===== config.mk =====
export PLATFORM = sky130hd
export DESIGN_NAME = onehot_decoder_fifo_flat
export DESIGN_NICKNAME = d
export VERILOG_FILES = /design/src/rtl/onehot_decoder_fifo_pkg.sv /design/src/rtl/onehot_decoder_fifo_if.sv /design/src/rtl/onehot_decoder_fifo_code_fifo.sv /design/src/rtl/onehot_decoder_fifo.sv /design/src/flat_wrapper.sv
export SDC_FILE = /design/constraint.sdc
export NUM_CORES = 1
export LEC_CHECK = 0
export CAP_MARGIN = 30
export CORE_AREA = 2 2 42 53
export CTS_BUF_LIST = sky130_fd_sc_hd__clkbuf_4
export CTS_CLUSTER_SIZE = 30
export DETAILED_ROUTE_END_ITERATION = 10
export DIE_AREA = 0 0 44 55
export HOLD_SLACK_MARGIN = 0.12
export PLACE_DENSITY = 0.87
export SLEW_MARGIN = 20
export SYNTH_ARGS = -nofsm -noshare
export SYNTH_HDL_FRONTEND = slang
export SYNTH_SLANG_ARGS = --single-unit

===== constraint.sdc =====
create_clock -name clk -period 2.7 [get_ports clk]
set_input_delay 0.405 -clock clk [delete_from_list [all_inputs] [get_ports clk]]
set_output_delay 0.405 -clock clk [all_outputs]
set_load 0.02 [all_outputs]

===== src/rtl/onehot_decoder_fifo_pkg.sv =====
// ----------------------------------------------------------------------------
// onehot_dec_pkg
//   Shared types and helpers for the buffered 3-to-8 one-hot decoder.
//   - CODE_W / ONEHOT_W : encoded index width and decoded word width
//   - code_t            : one FIFO entry (code, plus a 'none' flag when
//                         ONEHOT_DEC_NONE_EN is defined)
//   - decode_onehot()   : entry -> one-hot word
// Build option: ONEHOT_DEC_NONE_EN adds the 'none' flag to each entry.
// ----------------------------------------------------------------------------
package onehot_dec_pkg;

  localparam int CODE_W   = 3;
  localparam int ONEHOT_W = 8;

`ifdef ONEHOT_DEC_NONE_EN
  // 'none' separates "no encoder input active" from "input 0 active";
  // the encoder emits code 000 for both.
  typedef struct packed {
    logic              none;
    logic [CODE_W-1:0] code;
  } code_t;
`else
  typedef struct packed {
    logic [CODE_W-1:0] code;
  } code_t;
`endif

  localparam int ENTRY_W = $bits(code_t);

  function automatic logic [ONEHOT_W-1:0] decode_onehot(input code_t e);
    logic [ONEHOT_W-1:0] w;
    w = ONEHOT_W'(1) << e.code;
`ifdef ONEHOT_DEC_NONE_EN
    if (e.none) w = '0;
`endif
    return w;
  endfunction

endpackage


===== src/rtl/onehot_decoder_fifo_if.sv =====
// ----------------------------------------------------------------------------
// onehot_decoder_fifo_if
//   Bundles the producer-side and consumer-side handshakes of the decoder.
//   Producer: in_valid, in_ready, a/b/c (code, a = MSB), none (optional)
//   Consumer: out_valid, out_ready, y (one-hot), count (occupancy)
//   modport slave  : the decoder block's view
//   modport master : the surrounding producer/consumer view
// Build option: ONEHOT_DEC_NONE_EN adds the 'none' signal.
// ----------------------------------------------------------------------------
interface onehot_decoder_fifo_if
  import onehot_dec_pkg::*;
#(
  parameter int DEPTH = 4
);

  localparam int CNT_W = $clog2(DEPTH) + 1;

  logic                in_valid;
  logic                in_ready;
  logic                a;
  logic                b;
  logic                c;
`ifdef ONEHOT_DEC_NONE_EN
  logic                none;
`endif
  logic                out_valid;
  logic                out_ready;
  logic [ONEHOT_W-1:0] y;
  logic [CNT_W-1:0]    count;

  modport slave (
`ifdef ONEHOT_DEC_NONE_EN
    input  none,
`endif
    input  in_valid, a, b, c, out_ready,
    output in_ready, out_valid, y, count
  );

  modport master (
`ifdef ONEHOT_DEC_NONE_EN
    output none,
`endif
    output in_valid, a, b, c, out_ready,
    input  in_ready, out_valid, y, count
  );

endinterface


===== src/rtl/onehot_decoder_fifo_code_fifo.sv =====
// ----------------------------------------------------------------------------
// code_fifo
//   Synchronous FIFO with registered pointers and occupancy count.
//   Ports:
//     clk, rst_n      : clock, asynchronous active-low reset
//     push_i, wdata_i : write request and data (ignored when full)
//     pop_i           : read request (ignored when empty)
//     rdata_o         : head entry (valid while !empty_o)
//     count_o         : occupancy, 0..DEPTH
//     full_o, empty_o : occupancy flags decoded from the registered count
//   DEPTH must be a power of two so the pointers wrap by overflow.
// ----------------------------------------------------------------------------
module code_fifo #(
  parameter  int WIDTH = 3,
  parameter  int DEPTH = 4,
  localparam int AW    = $clog2(DEPTH),
  localparam int CW    = AW + 1
) (
  input  logic             clk,
  input  logic             rst_n,
  input  logic             push_i,
  input  logic [WIDTH-1:0] wdata_i,
  input  logic             pop_i,
  output logic [WIDTH-1:0] rdata_o,
  output logic [CW-1:0]    count_o,
  output logic             full_o,
  output logic             empty_o
);

  logic [WIDTH-1:0] mem_q [DEPTH];
  logic [AW-1:0]    wr_ptr_q, wr_ptr_d;
  logic [AW-1:0]    rd_ptr_q, rd_ptr_d;
  logic [CW-1:0]    count_q,  count_d;
  logic             do_push;
  logic             do_pop;

  assign full_o  = (count_q == CW'(DEPTH));
  assign empty_o = (count_q == '0);
  assign do_push = push_i && !full_o;
  assign do_pop  = pop_i  && !empty_o;
  assign rdata_o = mem_q[rd_ptr_q];
  assign count_o = count_q;

  // NOTE: every always_comb output gets a default first, so no path can
  // leave it unassigned and infer a latch.
  always_comb begin
    wr_ptr_d = wr_ptr_q;
    rd_ptr_d = rd_ptr_q;
    count_d  = count_q;
    if (do_push) wr_ptr_d = wr_ptr_q + AW'(1);
    if (do_pop)  rd_ptr_d = rd_ptr_q + AW'(1);
    unique case ({do_push, do_pop})
      2'b10:   count_d = count_q + CW'(1);
      2'b01:   count_d = count_q - CW'(1);
      default: count_d = count_q;  // idle, or push and pop together
    endcase
  end

  // NOTE: sequential state uses non-blocking assignments so every register
  // samples its inputs from before the edge, independent of statement order.
  always_ff @(posedge clk or negedge rst_n) begin
    if (!rst_n) begin
      wr_ptr_q <= '0;
      rd_ptr_q <= '0;
      count_q  <= '0;
    end else begin
      wr_ptr_q <= wr_ptr_d;
      rd_ptr_q <= rd_ptr_d;
      count_q  <= count_d;
    end
  end

  // NOTE: the storage array has no reset; count and pointers decide which
  // entries are live, so clearing it would only add reset fan-out.
  always_ff @(posedge clk) begin
    if (do_push) mem_q[wr_ptr_q] <= wdata_i;
  end

endmodule


===== src/rtl/onehot_decoder_fifo.sv =====
// ----------------------------------------------------------------------------
// onehot_decoder_fifo
//   Buffered 3-to-8 decoder. Encoded indices {a,b,c} are queued in a
//   code_fifo and presented in order as one-hot words on y.
//   Ports:
//     clk, rst_n : clock, asynchronous active-low reset
//     bus        : onehot_decoder_fifo_if.slave
//                  in_valid/in_ready/a/b/c[/none] producer handshake
//                  out_valid/out_ready/y consumer handshake, count occupancy
//   in_ready depends only on the registered count (never on out_ready), and
//   there is no empty bypass or full pass-through.
// Build option: ONEHOT_DEC_NONE_EN adds the 'none' input; entries stored with
//   none=1 pop normally with y = 8'h00.
// ----------------------------------------------------------------------------
module onehot_decoder_fifo
  import onehot_dec_pkg::*;
#(
  parameter int DEPTH = 4
) (
  input  logic                  clk,
  input  logic                  rst_n,
  onehot_decoder_fifo_if.slave  bus
);

  localparam int CNT_W = $clog2(DEPTH) + 1;

  code_t            wr_entry;
  code_t            head_entry;
  logic [ENTRY_W-1:0] head_raw;
  logic [CNT_W-1:0] fifo_count;
  logic             fifo_full;
  logic             fifo_empty;
  logic             push;
  logic             pop;

  always_comb begin
    wr_entry      = '0;
    wr_entry.code = {bus.a, bus.b, bus.c};
`ifdef ONEHOT_DEC_NONE_EN
    wr_entry.none = bus.none;
`endif
  end

  assign push = bus.in_valid && !fifo_full;
  assign pop  = bus.out_ready && !fifo_empty;

  code_fifo #(
    .WIDTH (ENTRY_W),
    .DEPTH (DEPTH)
  ) u_code_fifo (
    .clk     (clk),
    .rst_n   (rst_n),
    .push_i  (push),
    .wdata_i (wr_entry),
    .pop_i   (pop),
    .rdata_o (head_raw),
    .count_o (fifo_count),
    .full_o  (fifo_full),
    .empty_o (fifo_empty)
  );

  assign head_entry    = code_t'(head_raw);
  assign bus.in_ready  = !fifo_full;
  assign bus.out_valid = !fifo_empty;
  assign bus.count     = fifo_count;
  // The head slot holds stale data when empty, so y is gated to zero.
  assign bus.y         = fifo_empty ? '0 : decode_onehot(head_entry);

endmodule


===== src/flat_wrapper.sv =====
// flat-port wrapper written by rule: the top's interface ports become plain ports
module onehot_decoder_fifo_flat import onehot_dec_pkg::*;
#(
  parameter int DEPTH = 4
)
  (clk, rst_n, bus_in_valid, bus_a, bus_b, bus_c, bus_out_ready, bus_in_ready, bus_out_valid, bus_y, bus_count);
  onehot_decoder_fifo_if #(.DEPTH(DEPTH)) bus_i ();
  input  logic clk;
  input  logic rst_n;
  input wire logic [$bits(bus_i.in_valid)-1:0] bus_in_valid;
  input wire logic [$bits(bus_i.a)-1:0] bus_a;
  input wire logic [$bits(bus_i.b)-1:0] bus_b;
  input wire logic [$bits(bus_i.c)-1:0] bus_c;
  input wire logic [$bits(bus_i.out_ready)-1:0] bus_out_ready;
  output wire logic [$bits(bus_i.in_ready)-1:0] bus_in_ready;
  output wire logic [$bits(bus_i.out_valid)-1:0] bus_out_valid;
  output wire logic [$bits(bus_i.y)-1:0] bus_y;
  output wire logic [$bits(bus_i.count)-1:0] bus_count;
  assign bus_i.in_valid = bus_in_valid;
  assign bus_i.a = bus_a;
  assign bus_i.b = bus_b;
  assign bus_i.c = bus_c;
  assign bus_i.out_ready = bus_out_ready;
  assign bus_in_ready = bus_i.in_ready;
  assign bus_out_valid = bus_i.out_valid;
  assign bus_y = bus_i.y;
  assign bus_count = bus_i.count;
  onehot_decoder_fifo #(.DEPTH(DEPTH)) u_core (.clk(clk), .rst_n(rst_n), .bus(bus_i));
endmodule

==> reports/summary.txt <==
Crit end category -> primary output
Reg2reg path depth -> 9
Power per Cell Area -> 1148 nW/µm²
RSZ-0062 raised after global routing -> no
Grt met2 use -> 0.2598
Most frequent cells in the layout -> clkdlybuf4s50_1, edfxtp_1, nor2_1
Initial antenna violation count -> 0
Worst r2r dst -> u_core.u_code_fifo.count_o[2]$_DFFE_PN0P_
Final Cycle Share -> 0.9522
Worst path arrival time -> 2.17 ns
CTS tree -> built
H-tree Lvls -> 1
Total grt overflow -> 0
Synth Instances -> 69
DP HPWL -> 1240 µm
Worst-Skew Late Latency -> 0.28 ns
DR vias -> 572
Port buffer count -> 19
WL final -> 1488 µm
Gpl congestion -> 0.6785
Overall routing resource usage -> 0.1397
Die area -> 2420 µm²
TritonCTS Buffers -> 3
DRT antenna net count -> 0
Slew HR -> 0.7881
Area of the core -> 1937 µm²
Die Width -> 44 µm
Most common cell after layout, fill and taps aside -> clkdlybuf4s50_1
Clock root buffer -> clkbuf_4
Mean Syn Cell Area -> 13.35 µm²
Top Usage Layer GRT -> met2
Std cell rows -> 18
Top area cells in the synthesized netlist -> edfxtp_1, dfrtp_1, mux4_2
Slew @ Worst Pin -> 0.3168 ns
Initial DRC Count -> 9
Sink Count -> 19
Top cell type's share of synthesized area -> 0.3913
Vias in the first global route -> 548
Inserted Diodes -> 0
Ys Warns -> 0
Max Clk Rate -> 0.3890 GHz
Setup total negative slack -> 0 ns
Router iterations before antenna repair -> 3
Startpoint types -> flip-flop
CP Data Required Time -> 2.30 ns
Largest net degree at the start of global routing -> 11
Synth unique cells -> 21
Class of the worst hold path -> input port to asynchronous set/reset pin
Reg2reg start -> u_core.u_code_fifo.count_o[1]$_DFFE_PN0P_
Final Skew -> 0.005272 ns
WS Path Type -> flip-flop to primary output
Syn Nets -> 82
GR Layer Usage met1 -> 0.1574
Peak VDD IR -> 0.0006644 V
Setup-failing EPs final -> 0
Final Critical Period -> 2.571 ns
Seq cells post-synth -> 19
Clock transition at the registers of the reported paths -> 0.10 ns
Die Ht -> 55 µm
Crit path max fanout -> 5
Avg WL per Cell -> 13.41 µm
Layout cells sized above 1 -> 0.1099
Area Overhead vs Synth -> 26.90%
Hold Buf Count CTS -> 0
Max cap viols -> 0
Total Power -> 1.341 mW
Fin. Hold Viols -> 0
Met3 usage -> 0.01299
CTS Buffer Depth -> 2
Final nets -> 105
Initial Util -> 0.4755
Ports -> 20
Outcome -> complete, no violations
Number of post-CTS setup repair buffers -> 0
Pleak -> 0.5533 nW
Seq/Total Area, Yosys -> 0.5815
Max Transition Viols Final -> 0
Avg Vias per Cell -> 5.153
Area leader, netlist -> edfxtp_1
Post-route DRC -> 0
Register-to-register setup slack -> 0.44 ns
First-pass GRT wire length -> 2387 µm
Cell area after synthesis -> 920.9 µm²
## cell families (layout without fill, tap and decap cells)
| family | count (synthesis) | after routing | share of synthesized area |
|---|---|---|---|
| buf+inv | 8 | 30 | 0.04077 |
| compound gates | 1 | 1 | 0.005430 |
| mux | 4 | 4 | 0.08559 |
| fa+ha+maj | 6 | 6 | 0.08967 |
| flops | 19 | 19 | 0.5815 |
| simple gates | 25 | 25 | 0.1399 |
| xor+xnor | 6 | 6 | 0.05708 |
## per-layer routing
layer / vias up / routed length (µm) / part of all wire
met4: 0 / 25 / 0.017
met5: - / 0 / 0
met2: 14 / 803 / 0.54
met1: 275 / 600 / 0.40
met3: 2 / 59 / 0.040
li1: 281 / - / -
## registers in the layout, indices dropped and copies added (netlist names)
signal,flops
u_core.u_code_fifo.count_o,3
u_core.u_code_fifo.mem_q,12
u_core.u_code_fifo.rd_ptr_q,2
u_core.u_code_fifo.wr_ptr_q,2
## through the flow
step | hold WS, ns | util | area, µm² | worst slack, ns | cells
floorplan | 0.1094 | - | 920.9 | 0.3889 | 69
global placement | 0.5019 | 0.5807 | 1125 | 0.3205 | 107
detailed placement | 0.5104 | 0.5807 | 1125 | 0.2600 | 107
CTS | 0.3725 | 0.5969 | 1156 | 0.01532 | 111
global route | 0.3918 | 0.6034 | 1169 | 0.01853 | 111
finish | 0.3659 | 0.6034 | 1169 | 0.1292 | 111
## synth_stat cells
library cell   n
inv_1          7
nand3_1        1
o21ai_0        1
mux2_2         1
xnor2_1        3
or3b_1         1
xor2_1         3
or2_1          2
nor2_1         9
and3_1         4
nand2_1        3
ha_1           5
and2_1         1
nor3_1         1
mux4_2         3
buf_6          1
dfrtp_1        7
nand2b_1       2
fa_1           1
edfxtp_1      12
and2_4         1
## critical path, cell delays in order, from the launching register on
cell and delay (ns):
dfrtp_2 0.46, mux4_2 0.55, nand2b_1 0.18, nor2_1 0.09, clkdlybuf4s50_1 0.60
## worst max-delay path by stage
stage / start / end / slack, ns / depth (start not counted)
finish: u_core.u_code_fifo.rd_ptr_q[0]$_DFFE_PN0P_ / bus_y[6] / 0.13 / 4
global route: u_core.u_code_fifo.rd_ptr_q[0]$_DFFE_PN0P_ / bus_y[6] / 0.02 / 4
CTS: u_core.u_code_fifo.rd_ptr_q[0]$_DFFE_PN0P_ / bus_y[0] / 0.02 / 4
detailed placement: u_core.u_code_fifo.rd_ptr_q[0]$_DFFE_PN0P_ / bus_y[0] / 0.26 / 4
global placement: u_core.u_code_fifo.rd_ptr_q[0]$_DFFE_PN0P_ / bus_y[0] / 0.32 / 4
floorplan: u_core.u_code_fifo.count_o[1]$_DFFE_PN0P_ / u_core.u_code_fifo.count_o[2]$_DFFE_PN0P_ / 0.39 / 9
## final cells by class
| cell class | count | area (µm²) |
|---|---|---|
| well taps | 20 | 25.02 |
| fillers | 156 | 768.2 |
| repair buffers | 19 | 202.7 |
| inverters | 7 | 26.28 |
| multi-input cells | 42 | 347.8 |
| clock buffers | 4 | 30.03 |
| flip-flops and latches | 19 | 536.8 |
## what timing repair did
action | in CTS | in global routing
gates cloned | 0 | 0
resized for setup | 1 | 5
endpoints found under the setup margin | 5 | 5
## report_power, final
group          total, mW  switching [mW]  internal (mW)
logic              0.705           0.362          0.343
clock network      0.145          0.0773         0.0673
registers          0.492          0.0827          0.409
(Power assumes the default switching activity.)
